`src/rtl/core_pkg.sv`:
```
// Shared core definitions: MEM-stage FSM states, entry kinds, funct3 load/store
// codes and the store byte-enable helper.
package core_pkg;

    typedef enum logic [1:0] {
        ST_IDLE       = 2'd0,
        ST_LOAD_WAIT  = 2'd1,
        ST_STORE_WAIT = 2'd2
    } mem_state_e;

    typedef enum logic [1:0] {
        OP_NONE  = 2'd0,
        OP_ALU   = 2'd1,
        OP_LOAD  = 2'd2,
        OP_STORE = 2'd3
    } mem_op_e;

    localparam logic [2:0] F3_B  = 3'b000;
    localparam logic [2:0] F3_H  = 3'b001;
    localparam logic [2:0] F3_W  = 3'b010;
    localparam logic [2:0] F3_BU = 3'b100;
    localparam logic [2:0] F3_HU = 3'b101;

    // Byte enables for a store; unknown size codes behave as a full word.
    function automatic logic [3:0] store_be(input logic [2:0] funct3, input logic [1:0] addr_lo);
        logic [3:0] be;
        case (funct3)
            F3_B:    be = 4'b0001 << addr_lo;
            F3_H:    be = addr_lo[1] ? 4'b1100 : 4'b0011;
            default: be = 4'b1111;
        endcase
        return be;
    endfunction

endpackage

```
`src/rtl/mem_wb_stage_load_align.sv`:
```
// Load lane selection and sign/zero extension of the raw data-memory word.
module load_align
    import core_pkg::*;
#(
    parameter int XLEN = 32
) (
    input  logic [XLEN-1:0] rdata,
    input  logic [1:0]      addr_lo,
    input  logic [2:0]      funct3,
    output logic [XLEN-1:0] data
);

    logic [7:0]  byte_s;
    logic [15:0] half_s;

    // Pick the addressed byte and halfword out of the word.
    always_comb begin
        byte_s = 8'h00;
        case (addr_lo)
            2'd0:    byte_s = rdata[7:0];
            2'd1:    byte_s = rdata[15:8];
            2'd2:    byte_s = rdata[23:16];
            2'd3:    byte_s = rdata[31:24];
            default: byte_s = 8'h00;
        endcase
        if (addr_lo[1]) begin
            half_s = rdata[31:16];
        end else begin
            half_s = rdata[15:0];
        end
    end

    // Extend according to access size; unknown codes return the whole word.
    always_comb begin
        data = rdata;
        case (funct3)
            F3_B:    data = {{(XLEN-8){byte_s[7]}}, byte_s};
            F3_H:    data = {{(XLEN-16){half_s[15]}}, half_s};
            F3_BU:   data = {{(XLEN-8){1'b0}}, byte_s};
            F3_HU:   data = {{(XLEN-16){1'b0}}, half_s};
            default: data = rdata;
        endcase
    end

endmodule

```
`src/rtl/mem_wb_stage.sv`:
```
// MEM/WB pipeline stage: holds one MEM entry, runs the data-memory handshake for
// loads and stores, and drives the register-file write port and forwarding outputs.
module mem_wb_stage
    import core_pkg::*;
#(
    parameter int XLEN = 32
) (
    input  logic            clk_i,
    input  logic            reset_i,

    input  logic            ex_valid_i,
    input  logic [4:0]      ex_rd_index_r,
    input  logic [XLEN-1:0] ex_alu_res_r,
    input  logic [XLEN-1:0] ex_rb_value_i,
    input  logic            ex_mem_rd_i,
    input  logic            ex_mem_wr_i,
    input  logic [2:0]      ex_funct3_i,

    output logic            dmem_req_o,
    output logic            dmem_we_o,
    output logic [XLEN-1:0] dmem_addr_o,
    output logic [XLEN-1:0] dmem_wdata_o,
    output logic [3:0]      dmem_be_o,
    input  logic            dmem_ack_i,
    input  logic [XLEN-1:0] dmem_rdata_i,

    output logic [4:0]      mem_rd_index_w,
    output logic [XLEN-1:0] mem_wb_alu_result_r,
    output logic [XLEN-1:0] mem_rdata_w,
    output logic            mem_access_w,

    output logic            stall_o,

    output logic            rf_we_o,
    output logic [4:0]      rf_waddr_o,
    output logic [XLEN-1:0] rf_wdata_o
);

    mem_state_e      state_r;
    mem_op_e         op_r;
    logic [4:0]      rd_r;
    logic [XLEN-1:0] result_r;
    logic [2:0]      funct3_r;
    logic [XLEN-1:0] rdata_r;
    logic [XLEN-1:0] wdata_r;
    logic [3:0]      be_r;

    mem_op_e         next_op_s;
    logic [XLEN-1:0] load_data_s;
    logic            fwd_valid_s;

    // Replicate the narrow store datum across every lane so the memory can pick any.
    function automatic logic [XLEN-1:0] store_wdata(input logic [2:0] funct3, input logic [XLEN-1:0] value);
        logic [XLEN-1:0] w;
        case (funct3)
            F3_B:    w = {(XLEN/8){value[7:0]}};
            F3_H:    w = {(XLEN/16){value[15:0]}};
            default: w = value;
        endcase
        return w;
    endfunction

    load_align #(.XLEN(XLEN)) u_load_align (
        .rdata   (dmem_rdata_i),
        .addr_lo (result_r[1:0]),
        .funct3  (funct3_r),
        .data    (load_data_s)
    );

    // Classify the incoming EX instruction; a store wins when both strobes are set.
    always_comb begin
        next_op_s = OP_ALU;
        if (ex_mem_wr_i) begin
            next_op_s = OP_STORE;
        end else if (ex_mem_rd_i) begin
            next_op_s = OP_LOAD;
        end else begin
            next_op_s = OP_ALU;
        end
    end

    // MEM register and access FSM.
    always_ff @(posedge clk_i) begin
        if (reset_i) begin
            state_r  <= ST_IDLE;
            op_r     <= OP_NONE;
            rd_r     <= 5'd0;
            result_r <= {XLEN{1'b0}};
            funct3_r <= 3'b000;
            rdata_r  <= {XLEN{1'b0}};
            wdata_r  <= {XLEN{1'b0}};
            be_r     <= 4'b0000;
        end else begin
            case (state_r)
                ST_IDLE: begin
                    if (ex_valid_i) begin
                        op_r     <= next_op_s;
                        rd_r     <= ex_rd_index_r;
                        result_r <= ex_alu_res_r;
                        funct3_r <= ex_funct3_i;
                        wdata_r  <= store_wdata(ex_funct3_i, ex_rb_value_i);
                        if (next_op_s == OP_STORE) begin
                            be_r    <= store_be(ex_funct3_i, ex_alu_res_r[1:0]);
                            state_r <= ST_STORE_WAIT;
                        end else if (next_op_s == OP_LOAD) begin
                            be_r    <= 4'b1111;
                            state_r <= ST_LOAD_WAIT;
                        end else begin
                            be_r    <= 4'b0000;
                            state_r <= ST_IDLE;
                        end
                    end else begin
                        op_r     <= OP_NONE;
                        rd_r     <= 5'd0;
                        result_r <= {XLEN{1'b0}};
                        be_r     <= 4'b0000;
                        state_r  <= ST_IDLE;
                    end
                end
                ST_LOAD_WAIT: begin
                    if (dmem_ack_i) begin
                        rdata_r <= load_data_s;
                        state_r <= ST_IDLE;
                    end else begin
                        state_r <= ST_LOAD_WAIT;
                    end
                end
                ST_STORE_WAIT: begin
                    if (dmem_ack_i) begin
                        state_r <= ST_IDLE;
                    end else begin
                        state_r <= ST_STORE_WAIT;
                    end
                end
                default: begin
                    state_r <= ST_IDLE;
                end
            endcase
        end
    end

    // Bus and stall outputs come straight from state; reset masks them at once.
    always_comb begin
        dmem_req_o   = (state_r != ST_IDLE) && !reset_i;
        dmem_we_o    = (state_r == ST_STORE_WAIT) && !reset_i;
        stall_o      = (state_r != ST_IDLE) && !reset_i;
        dmem_addr_o  = {result_r[XLEN-1:2], 2'b00};
        dmem_wdata_o = wdata_r;
        dmem_be_o    = be_r;
    end

    // Only a completed, non-store entry is a forwarding/writeback source.
    always_comb begin
        fwd_valid_s         = (state_r == ST_IDLE) && ((op_r == OP_ALU) || (op_r == OP_LOAD));
        mem_rd_index_w      = fwd_valid_s ? rd_r : 5'd0;
        mem_access_w        = (op_r == OP_LOAD);
        mem_wb_alu_result_r = result_r;
        mem_rdata_w         = rdata_r;
        rf_we_o             = (mem_rd_index_w != 5'd0) && !reset_i;
        rf_waddr_o          = mem_rd_index_w;
        rf_wdata_o          = mem_access_w ? rdata_r : result_r;
    end

endmodule

```
`config.mk`:
```
export PLATFORM = sky130hd
export DESIGN_NAME = mem_wb_stage
export DESIGN_NICKNAME = d
export VERILOG_FILES = /design/src/rtl/core_pkg.sv /design/src/rtl/mem_wb_stage_load_align.sv /design/src/rtl/mem_wb_stage.sv
export SDC_FILE = /design/constraint.sdc
export NUM_CORES = 1
export LEC_CHECK = 0
export ABC_CLOCK_PERIOD_IN_PS = 4400
export CORE_UTILIZATION = 40
export CTS_CLUSTER_SIZE = 16
export DETAILED_ROUTE_END_ITERATION = 8
export GPL_ROUTABILITY_DRIVEN = 1
export HOLD_SLACK_MARGIN = 0.08
export PLACE_DENSITY = 0.8
export RECOVER_POWER = 50
export REMOVE_ABC_BUFFERS = 1
export SLEW_MARGIN = 20
export SYNTH_ARGS = -nofsm -noshare
export SYNTH_HDL_FRONTEND = slang
export SYNTH_HIERARCHICAL = 1
export SYNTH_SLANG_ARGS = --single-unit
```
`constraint.sdc`:
```
create_clock -name clk_i -period 4.4 [get_ports clk_i]
set_input_delay 0.66 -clock clk_i [delete_from_list [all_inputs] [get_ports clk_i]]
set_output_delay 0.66 -clock clk_i [all_outputs]
set_load 0.005 [all_outputs]
```
# [Word level (Yosys, flattened, before mapping)]
# Index checks and enable logic that the tools add are counted.
[op_classes] addsub=0 multipliers=0 div=0 order_cmp=0 eq_ne=13 n_shift=1 mux=22 bitwise=0 n_reduce_logical=14
[ops] operator="32-bit case mux with 4 select lines" n=1
[ops] operator="32-bit two-way mux" n=2
[ops] operator="32-bit case mux with 2 select lines" n=1
[ops] operator="8-bit case mux with 4 select lines" n=1
[ops] operator="16-bit two-way mux" n=1
[ops] operator="4-bit two-way mux" n=4
[ops] operator="2-bit == test (second input constant)" n=6
[ops] operator="2-bit two-way mux" n=6
[ops] operator="5-bit two-way mux" n=2
[ops] operator="4-bit case mux with 2 select lines" n=1
[ops] operator="2-bit by 1-bit == test with 1-bit output (second input constant)" n=3
[ops] operator="3-bit by 1-bit == test with 1-bit output (second input constant)" n=2
[ops] operator="3-bit == test (second input constant)" n=2
[ops] operator="3-bit zero test" n=2
[ops] operator="2-bit case mux with 3 select lines" n=1
[ops] operator="5-bit nonzero test" n=1
[ops] operator="1-bit logical AND" n=4
[ops] operator="2-bit zero test" n=2
[ops] operator="2-bit AND reduction" n=2
[ops] operator="1-bit by 2-bit << shifter with 4-bit output (first input constant)" n=1
[ops] operator="1-bit two-way mux" n=2
[ops] operator="2-bit nonzero test" n=1
[ops] operator="1-bit zero test" n=1
[ops] operator="1-bit logical OR" n=1
[totals] ff_bits=112 latchBits=0 ramBits=0 rom_bits=0 input_bits=110 mem_count=0

# [Depth between registers and ports, before layout]
# Gate-level depths: netlist of the first run.
[logic_depth] depth_word=7 mapped_depth=9 mapped_depth_nobuf=6

# [Hierarchy]
# The synthesis of the first run kept the hierarchy.
[by_module_without_submodules] mod="mem_wb_stage" instances=1 cells_each=533 area_per_inst_um2=4819.6 seq_area_each_um2=2242.2
[by_module_without_submodules] mod="load_align" instances=1 cells_each=110 area_per_inst_um2=649.4 seq_area_each_um2=0.0

# [Worst setup path after synthesis of the first run]
# Ideal clock, no wire load.
[synth_timing] path_type="input to output" startpoint="input port reset_i" endpoint="output port stall_o" arrival_time_ps=1386 required_ps=3740 path_slack_ps=2354 path_stages=4 path_buffers=3 path_cell_list="buf_2 -> nor2_2 -> buf_2 -> buf_4"
[synth_between] elab_chain_cells=2
[synth_lines] element="start, declared" line="mem_wb_stage.sv:9" source="input logic reset_i,"
[synth_lines] element="1-bit zero test"
[synth_lines] element="1-bit logical AND"
[synth_lines] element="end, declared" line="mem_wb_stage.sv:32" source="output logic stall_o,"
# No other way between the ends.

# [Final worst setup path of the first run]
[layout_timing] startpoint="input port reset_i" endpoint="output port stall_o"
[layout_between] elab_chain_cells=2
[layout_lines] element="1-bit zero test" line="mem_wb_stage.sv:146" source="stall_o = (state_r != ST_IDLE) && !reset_i;"
[layout_lines] element="1-bit logical AND" line="mem_wb_stage.sv:146"
# No other way between the ends.

==> run_summary.xml, run 1 <==
<?xml version="1.0" encoding="UTF-8"?>
<metrics>
  <group name="timing">
    <metric name="rsz0062_at_grt" unit="">no</metric>
    <metric name="final_hold_viol_count" unit="">0</metric>
    <metric name="slew-limit-headroom" unit="%">-52.4</metric>
    <metric name="final.setup.tns" unit="ps">0</metric>
    <metric name="fmaxAchievable" unit="MHz">297</metric>
    <metric name="period_share" unit="%">76.4</metric>
    <metric name="final-setup-viol-count" unit="">0</metric>
    <metric name="layout_min_cycle_time" unit="ps">3360</metric>
    <metric name="slew_violations" unit="">100</metric>
    <metric name="clock-skew-final" unit="ps">8.47</metric>
    <metric name="slew_at_the_pin_closest_to_its_max_slew_limit" unit="ps">2290</metric>
  </group>
  <group name="synth">
    <metric name="cell_with_the_most_instances_after_synthesis" unit="">nand2_1</metric>
    <metric name="ys_types" unit="">46</metric>
    <metric name="synthMuxAreaShare" unit="%">8.63</metric>
    <metric name="synth-async-reset-ratio" unit="%">0</metric>
    <metric name="post_synth_and_or_nand_nor_area_fraction" unit="%">17.7</metric>
    <metric name="yosys.area_share.xor_xnor" unit="%">0</metric>
    <metric name="area_leader_netlist" unit="">dfxtp_1</metric>
    <metric name="synth-main-ff-cell" unit="">dfxtp_1</metric>
    <metric name="post_synth.cell_area_avg" unit="um2">8.51</metric>
    <metric name="synthCells" unit="">643</metric>
    <metric name="synth-edff-count" unit="">0</metric>
    <metric name="synth_seq_cells" unit="">112</metric>
    <metric name="synth_area" unit="um2">5470</metric>
    <metric name="synth.top_cells.by_area" unit="">dfxtp_1 41%, nand2_1 11%, a22o_1 7.8%, mux2_2 6.4%, buf_4 6.3%</metric>
    <metric name="post_synth_fa_ha_maj_area_fraction" unit="%">0.229</metric>
    <metric name="post-synth-top-area-fraction" unit="%">41.0</metric>
    <metric name="netlist_top_cells_count" unit="">166 x nand2_1, 112 x dfxtp_1, 49 x a22o_1, 46 x buf_4, 45 x a21oi_1</metric>
    <metric name="yosysWarnings" unit="">6</metric>
    <metric name="synth_sequential_area_ratio" unit="%">41.0</metric>
    <metric name="share_of_the_synthesized_area_in_compound_gates_ao_oa_aoi_oai" unit="%">21.9</metric>
    <metric name="synth_top_family_by_area" unit="">compound AO/OA/AOI/OAI gates</metric>
  </group>
  <group name="layout">
    <metric name="nNetsFinal" unit="">968</metric>
    <metric name="layout-drive-gt1-share" unit="%">7.09</metric>
    <metric name="fillcell_total" unit="">1204</metric>
    <metric name="layout.cells.non_filler" unit="">1036</metric>
    <metric name="postLayoutCoreUtil" unit="%">62.7</metric>
    <metric name="antenna_cells_inserted" unit="">0</metric>
    <metric name="area.growth.synth_to_final" unit="%">52.5</metric>
  </group>
  <group name="run_status">
    <metric name="violations_in_the_final_reports" unit="">max-capacitance violations, max-slew violations</metric>
    <metric name="status" unit="">complete, but fails checks</metric>
  </group>
  <group name="placement">
    <metric name="placement.io_buffers" unit="">286</metric>
    <metric name="detailed_placer_s_ending_hpwl" unit="mm">12.9</metric>
    <metric name="place_inst" unit="">1022</metric>
    <metric name="gpl.final_weighted_congestion" unit="">0.885</metric>
  </group>
  <group name="worst_setup_path">
    <metric name="timing.critical_path.arrival" unit="ps">2700</metric>
    <metric name="critical_path_required" unit="ps">3740</metric>
    <metric name="setup.worst_path.class" unit="">input pin to output pin</metric>
    <metric name="startpoint_type" unit="">input pin</metric>
    <metric name="critPathMaxFanout" unit="">39</metric>
    <metric name="crit_path_end_kind" unit="">output pin</metric>
  </group>
  <group name="floorplanning">
    <metric name="area_of_the_core_region" unit="um2">13300</metric>
    <metric name="floorplan.die.width" unit="um">119</metric>
    <metric name="design.portCount" unit="">289</metric>
    <metric name="die_height" unit="um">119</metric>
    <metric name="core.rowCount" unit="">42</metric>
    <metric name="starting_utilization_of_the_core_area" unit="%">41.1</metric>
    <metric name="fp.dieArea" unit="um2">14100</metric>
  </group>
  <group name="clock_network">
    <metric name="postCtsHoldBufs" unit="">0</metric>
    <metric name="cts_sinks" unit="">112</metric>
    <metric name="clk-insertion-delay-late" unit="ps">350</metric>
    <metric name="cts.clk_slew.worst_paths" unit="ps">70</metric>
    <metric name="post_cts_setup_buffers" unit="">0</metric>
    <metric name="clock_tree.htree_level_count" unit="">3</metric>
    <metric name="tritoncts.num_buffers" unit="">9</metric>
    <metric name="tritoncts_clock_tree" unit="">done</metric>
    <metric name="clk_root_buffer_cell" unit="">clkbuf_16</metric>
    <metric name="postCtsResizedCells" unit="">0</metric>
    <metric name="clockBufferDepth" unit="">2</metric>
  </group>
  <group name="global_routing">
    <metric name="grt_start_max_net_pins" unit="">60</metric>
    <metric name="antenna_violations_before_repair" unit="">0</metric>
    <metric name="grt_usage" unit="%">24.6</metric>
    <metric name="grt_pass1_wl" unit="mm">27.2</metric>
    <metric name="number_of_global_route_vias_before_repair" unit="">4931</metric>
    <metric name="grt_remaining_overflow" unit="">0</metric>
  </group>
  <group name="routing">
    <metric name="postRouteAntennaNets" unit="">0</metric>
    <metric name="route.vias.total" unit="">5385</metric>
    <metric name="routedWlPerCell" unit="um">17.1</metric>
    <metric name="remaining_drc_errors" unit="">0</metric>
    <metric name="drt_pre_antenna_iters" unit="">4</metric>
    <metric name="detail_route.wirelength" unit="mm">17.8</metric>
    <metric name="detail_route.iter0.violations" unit="">287</metric>
    <metric name="detail_route.vias_per_cell" unit="">5.20</metric>
  </group>
  <group name="power">
    <metric name="vdd_ir_drop_max" unit="uV">267</metric>
    <metric name="powerDensity" unit="nW/um2">288</metric>
    <metric name="cellLeakagePower" unit="nW">3.49</metric>
  </group>
  <group name="flow_run">
    <metric name="maxCapViolCount" unit="">2</metric>
  </group>
  <group name="hold_path">
    <metric name="min-delay-path-class" unit="">flop to flop</metric>
  </group>
</metrics>
-- logic make-up after synthesis --
kind of cell / count (synthesis)
and+or+nand+nor: 226
AOI/OAI and AO/OA: 166
DFF: 112
buffers and inverters: 96
muxes: 41
adders and majority gates: 1
other: 1
-- sequential cells by signal (all words and copies together) (netlist names) --
name and flops:
mem_wb_alu_result_r 32, mem_rdata_w 32, dmem_wdata_o 32, funct3_r 3, state_r 2, dmem_be_o 4
op_r 2, rd_r 5
-- worst paths after layout --
path	startpoint	end	slack (ps)	cells past startpoint
min	dmem_wdata_o[6]	dmem_wdata_o[6]	450	2
max	reset_i	stall_o	1040	3
min reg2reg	dmem_wdata_o[6]	dmem_wdata_o[6]	450	2
max reg2reg	state_r[1]	dmem_wdata_o[25]	1490	4
-- area by class of cell --
class,count,area [um2],area share [%]
timing repair buffer,293,2910,34.8
multi-input combinational,436,2680,32.1
sequential,112,2240,26.9
clock buffer,14,274,3.29
tap,176,220,2.64
inverter,5,18.8,0.225
-- cell usage in the layout, fill, tap and decap left out, types with 2 or more instances in the layout --
master,count
buf_4,6
o21ai_0,17
nand3_1,2
dlygate4sd3_1,129
clkdlybuf4s50_1,156
nor2_1,31
inv_1,5
a22o_1,49
and2_1,5
a311oi_1,24
dfxtp_1,111
conb_1,2
nor3b_1,2
nor2b_1,3
o211ai_1,4
clkbuf_8,3
mux2_2,31
clkbuf_1,4
nor3_1,3
a22oi_1,13
a211o_1,8
nand2_1,166
clkbuf_16,9
a21oi_1,45
mux2_1,8
-- where the power goes --
part	internal, mW	switching, mW	leakage [nW]	total, mW
combinational	0.297	0.215	2.44	0.511
sequential	1.07	0.0501	0.917	1.12
clock	0.425	0.351	0.135	0.776
total	1.79	0.615	3.49	2.41
-- through the flow --
stage / power [mW] / setup WS, ps / instance area, um2 / hold WS [ps]
2_1_floorplan: 1.33 / 1570 / 4920 / 430
3_3_place_gp: 1.67 / 1800 / 8070 / 442
3_5_place_dp: 1.67 / 1770 / 8070 / 446
4_1_cts: 2.46 / 1390 / 8340 / 455
5_1_grt: 2.52 / 712 / 8340 / 483
6_report: 2.41 / 1040 / 8340 / 450
-- metal layers --
layer / GRT usage, % / vias to the layer above / share of wire, %
met2: 42.4 / 208 / 50
met4: 5.78 / 0 / 1.0
li1: - / 2648 / -
met3: 8.62 / 14 / 7.7
met1: 29.1 / 2515 / 41
met5: 0 / - / 0
-- worst max-delay path, stage by stage --
cell	delay [ps]
clkbuf_1	1330
nor2_4	150
clkdlybuf4s50_1	550
Power figures use the tool's default switching activity.
==> run 2: changes to the inputs <==
Settings changed: ABC_CLOCK_PERIOD_IN_PS 4400 to 3500.
Clock period 4.4 ns to 3.5 ns, I/O delays scaled along.
==> run_summary.xml, run 2 (synthesis results as in run 1) <==
<?xml version="1.0" encoding="UTF-8"?>
<metrics>
  <group name="floorplanning">
    <metric name="area_of_the_core_region" unit="um2">13300</metric>
    <metric name="die_height" unit="um">119</metric>
    <metric name="design.portCount" unit="">289</metric>
    <metric name="fp.dieArea" unit="um2">14100</metric>
    <metric name="floorplan.die.width" unit="um">119</metric>
    <metric name="starting_utilization_of_the_core_area" unit="%">41.1</metric>
    <metric name="core.rowCount" unit="">42</metric>
  </group>
  <group name="layout">
    <metric name="antenna_cells_inserted" unit="">0</metric>
    <metric name="multi_input_area" unit="um2">2650</metric>
    <metric name="layout.cells.non_filler" unit="">1041</metric>
    <metric name="area.growth.synth_to_final" unit="%">52.7</metric>
    <metric name="most_common_cell_after_layout_fill_and_taps_aside" unit="">clkdlybuf4s50_1</metric>
    <metric name="fillcell_total" unit="">1172</metric>
    <metric name="fin_area" unit="um2">8350</metric>
    <metric name="nNetsFinal" unit="">972</metric>
    <metric name="most-common-layout-cells" unit="">186 x clkdlybuf4s50_1, 166 x nand2_1, 112 x dfxtp_1</metric>
    <metric name="sequential_cell_area" unit="um2">2240</metric>
    <metric name="layout-drive-gt1-share" unit="%">7.17</metric>
  </group>
  <group name="clock_network">
    <metric name="postCtsResizedCells" unit="">0</metric>
    <metric name="post_cts_setup_buffers" unit="">0</metric>
    <metric name="clk_root_buffer_cell" unit="">clkbuf_16</metric>
    <metric name="clockBufferDepth" unit="">2</metric>
    <metric name="clock_tree.htree_level_count" unit="">3</metric>
    <metric name="tritoncts_clock_tree" unit="">done</metric>
    <metric name="cts_sinks" unit="">112</metric>
    <metric name="postCtsHoldBufs" unit="">0</metric>
    <metric name="cts.clk_slew.worst_paths" unit="ps">70</metric>
    <metric name="clk-insertion-delay-late" unit="ps">350</metric>
    <metric name="tritoncts.num_buffers" unit="">9</metric>
  </group>
  <group name="timing">
    <metric name="fmaxAchievable" unit="MHz">347</metric>
    <metric name="final.setup.tns" unit="ps">0</metric>
    <metric name="final-setup-viol-count" unit="">0</metric>
    <metric name="final_hold_viol_count" unit="">0</metric>
    <metric name="period_share" unit="%">82.2</metric>
    <metric name="slew_at_the_pin_closest_to_its_max_slew_limit" unit="ps">1070</metric>
    <metric name="slew-limit-headroom" unit="%">28.7</metric>
    <metric name="layout_min_cycle_time" unit="ps">2880</metric>
    <metric name="slew_violations" unit="">0</metric>
    <metric name="rsz0062_at_grt" unit="">no</metric>
    <metric name="clock-skew-final" unit="ps">7.50</metric>
  </group>
  <group name="worst_setup_path">
    <metric name="timing.critical_path.arrival" unit="ps">2350</metric>
    <metric name="setup.worst_path.class" unit="">flop to output pin</metric>
    <metric name="critical_path_required" unit="ps">2970</metric>
    <metric name="crit_path_end_kind" unit="">output pin</metric>
    <metric name="startpoint_type" unit="">flop</metric>
    <metric name="critPathMaxFanout" unit="">33</metric>
  </group>
  <group name="routing">
    <metric name="detail_route.vias_per_cell" unit="">5.28</metric>
    <metric name="postRouteAntennaNets" unit="">0</metric>
    <metric name="remaining_drc_errors" unit="">0</metric>
    <metric name="route.vias.total" unit="">5498</metric>
    <metric name="detail_route.iter0.violations" unit="">366</metric>
    <metric name="detail_route.wirelength" unit="mm">17.7</metric>
    <metric name="drt_pre_antenna_iters" unit="">5</metric>
    <metric name="routedWlPerCell" unit="um">17.0</metric>
  </group>
  <group name="power">
    <metric name="cellLeakagePower" unit="nW">3.41</metric>
    <metric name="vdd_ir_drop_max" unit="uV">379</metric>
    <metric name="powerDensity" unit="nW/um2">369</metric>
  </group>
  <group name="global_routing">
    <metric name="antenna_violations_before_repair" unit="">1</metric>
    <metric name="grt_usage" unit="%">24.9</metric>
    <metric name="grt_start_max_net_pins" unit="">60</metric>
    <metric name="grt_remaining_overflow" unit="">0</metric>
    <metric name="grt_pass1_wl" unit="mm">27.4</metric>
    <metric name="number_of_global_route_vias_before_repair" unit="">5074</metric>
  </group>
  <group name="placement">
    <metric name="place_inst" unit="">1026</metric>
    <metric name="placement.io_buffers" unit="">286</metric>
    <metric name="gpl.final_weighted_congestion" unit="">0.878</metric>
    <metric name="post_dp_cell_area" unit="um2">8100</metric>
    <metric name="detailed_placer_s_ending_hpwl" unit="mm">12.9</metric>
  </group>
  <group name="flow_run">
    <metric name="maxCapViolCount" unit="">0</metric>
  </group>
  <group name="hold_path">
    <metric name="min-delay-path-class" unit="">flop to flop</metric>
  </group>
  <group name="run_status">
    <metric name="status" unit="">completed</metric>
  </group>
</metrics>
[run 2: cell count changes in the layout (fill, tap and decap cells not counted), moves of 2 or more]
cell	delta
clkbuf_8	-2
dlygate4sd3_1	-30
clkdlybuf4s50_1	+30
buf_4	+2
[run 2: layout make-up]
class                      instances  share of cell area [%]
timing repair buffer             297                    35.1
multi-input combinational        436                    31.7
sequential                       112                    26.8
clock buffer                      12                    2.95
tap                              176                    2.64
clock inverter                     3                   0.509
inverter                           5                   0.225
[run 2: where the power goes]
group	internal [mW]	switching, mW
Sequential	1.34	0.0579
Combinational	0.377	0.275
Clock	0.571	0.456
[run 2: final timing paths]
path	start	cells after the start	end	slack [ps]
max reg2reg	mem_wb_alu_result_r[0]	6	mem_rdata_w[3]	1230
max	op_r[0]	4	rf_wdata_o[27]	620
min reg2reg	dmem_wdata_o[2]	2	dmem_wdata_o[2]	460
min	dmem_wdata_o[2]	2	dmem_wdata_o[2]	460
[run 2: per-layer routing]
layer | GRT usage [%] | vias to the layer above | share of wire (%)
li1 | - | 2656 | -
met1 | 29.4 | 2571 | 40
met2 | 43.2 | 242 | 50
met3 | 8.72 | 27 | 8.9
met4 | 5.78 | 2 | 1.5
met5 | 0 | - | 0.057
[run 2: critical path, stage by stage (launching register included)]
cell,delay [ps]
dfxtp_1,320
inv_1,60
ha_2,730
mux2_2,420
clkdlybuf4s50_1,460
[run 2: per-stage QoR]
stage	util [%]	hold slack (ps)	power, mW	setup WS (ps)
6_report	62.8	455	3.08	622
5_1_grt	62.8	475	3.22	509
4_1_cts	63.1	459	3.13	604
3_5_place_dp	60.9	449	2.11	993
3_3_place_gp	60.9	444	2.10	1040
2_1_floorplan	-	430	1.67	801
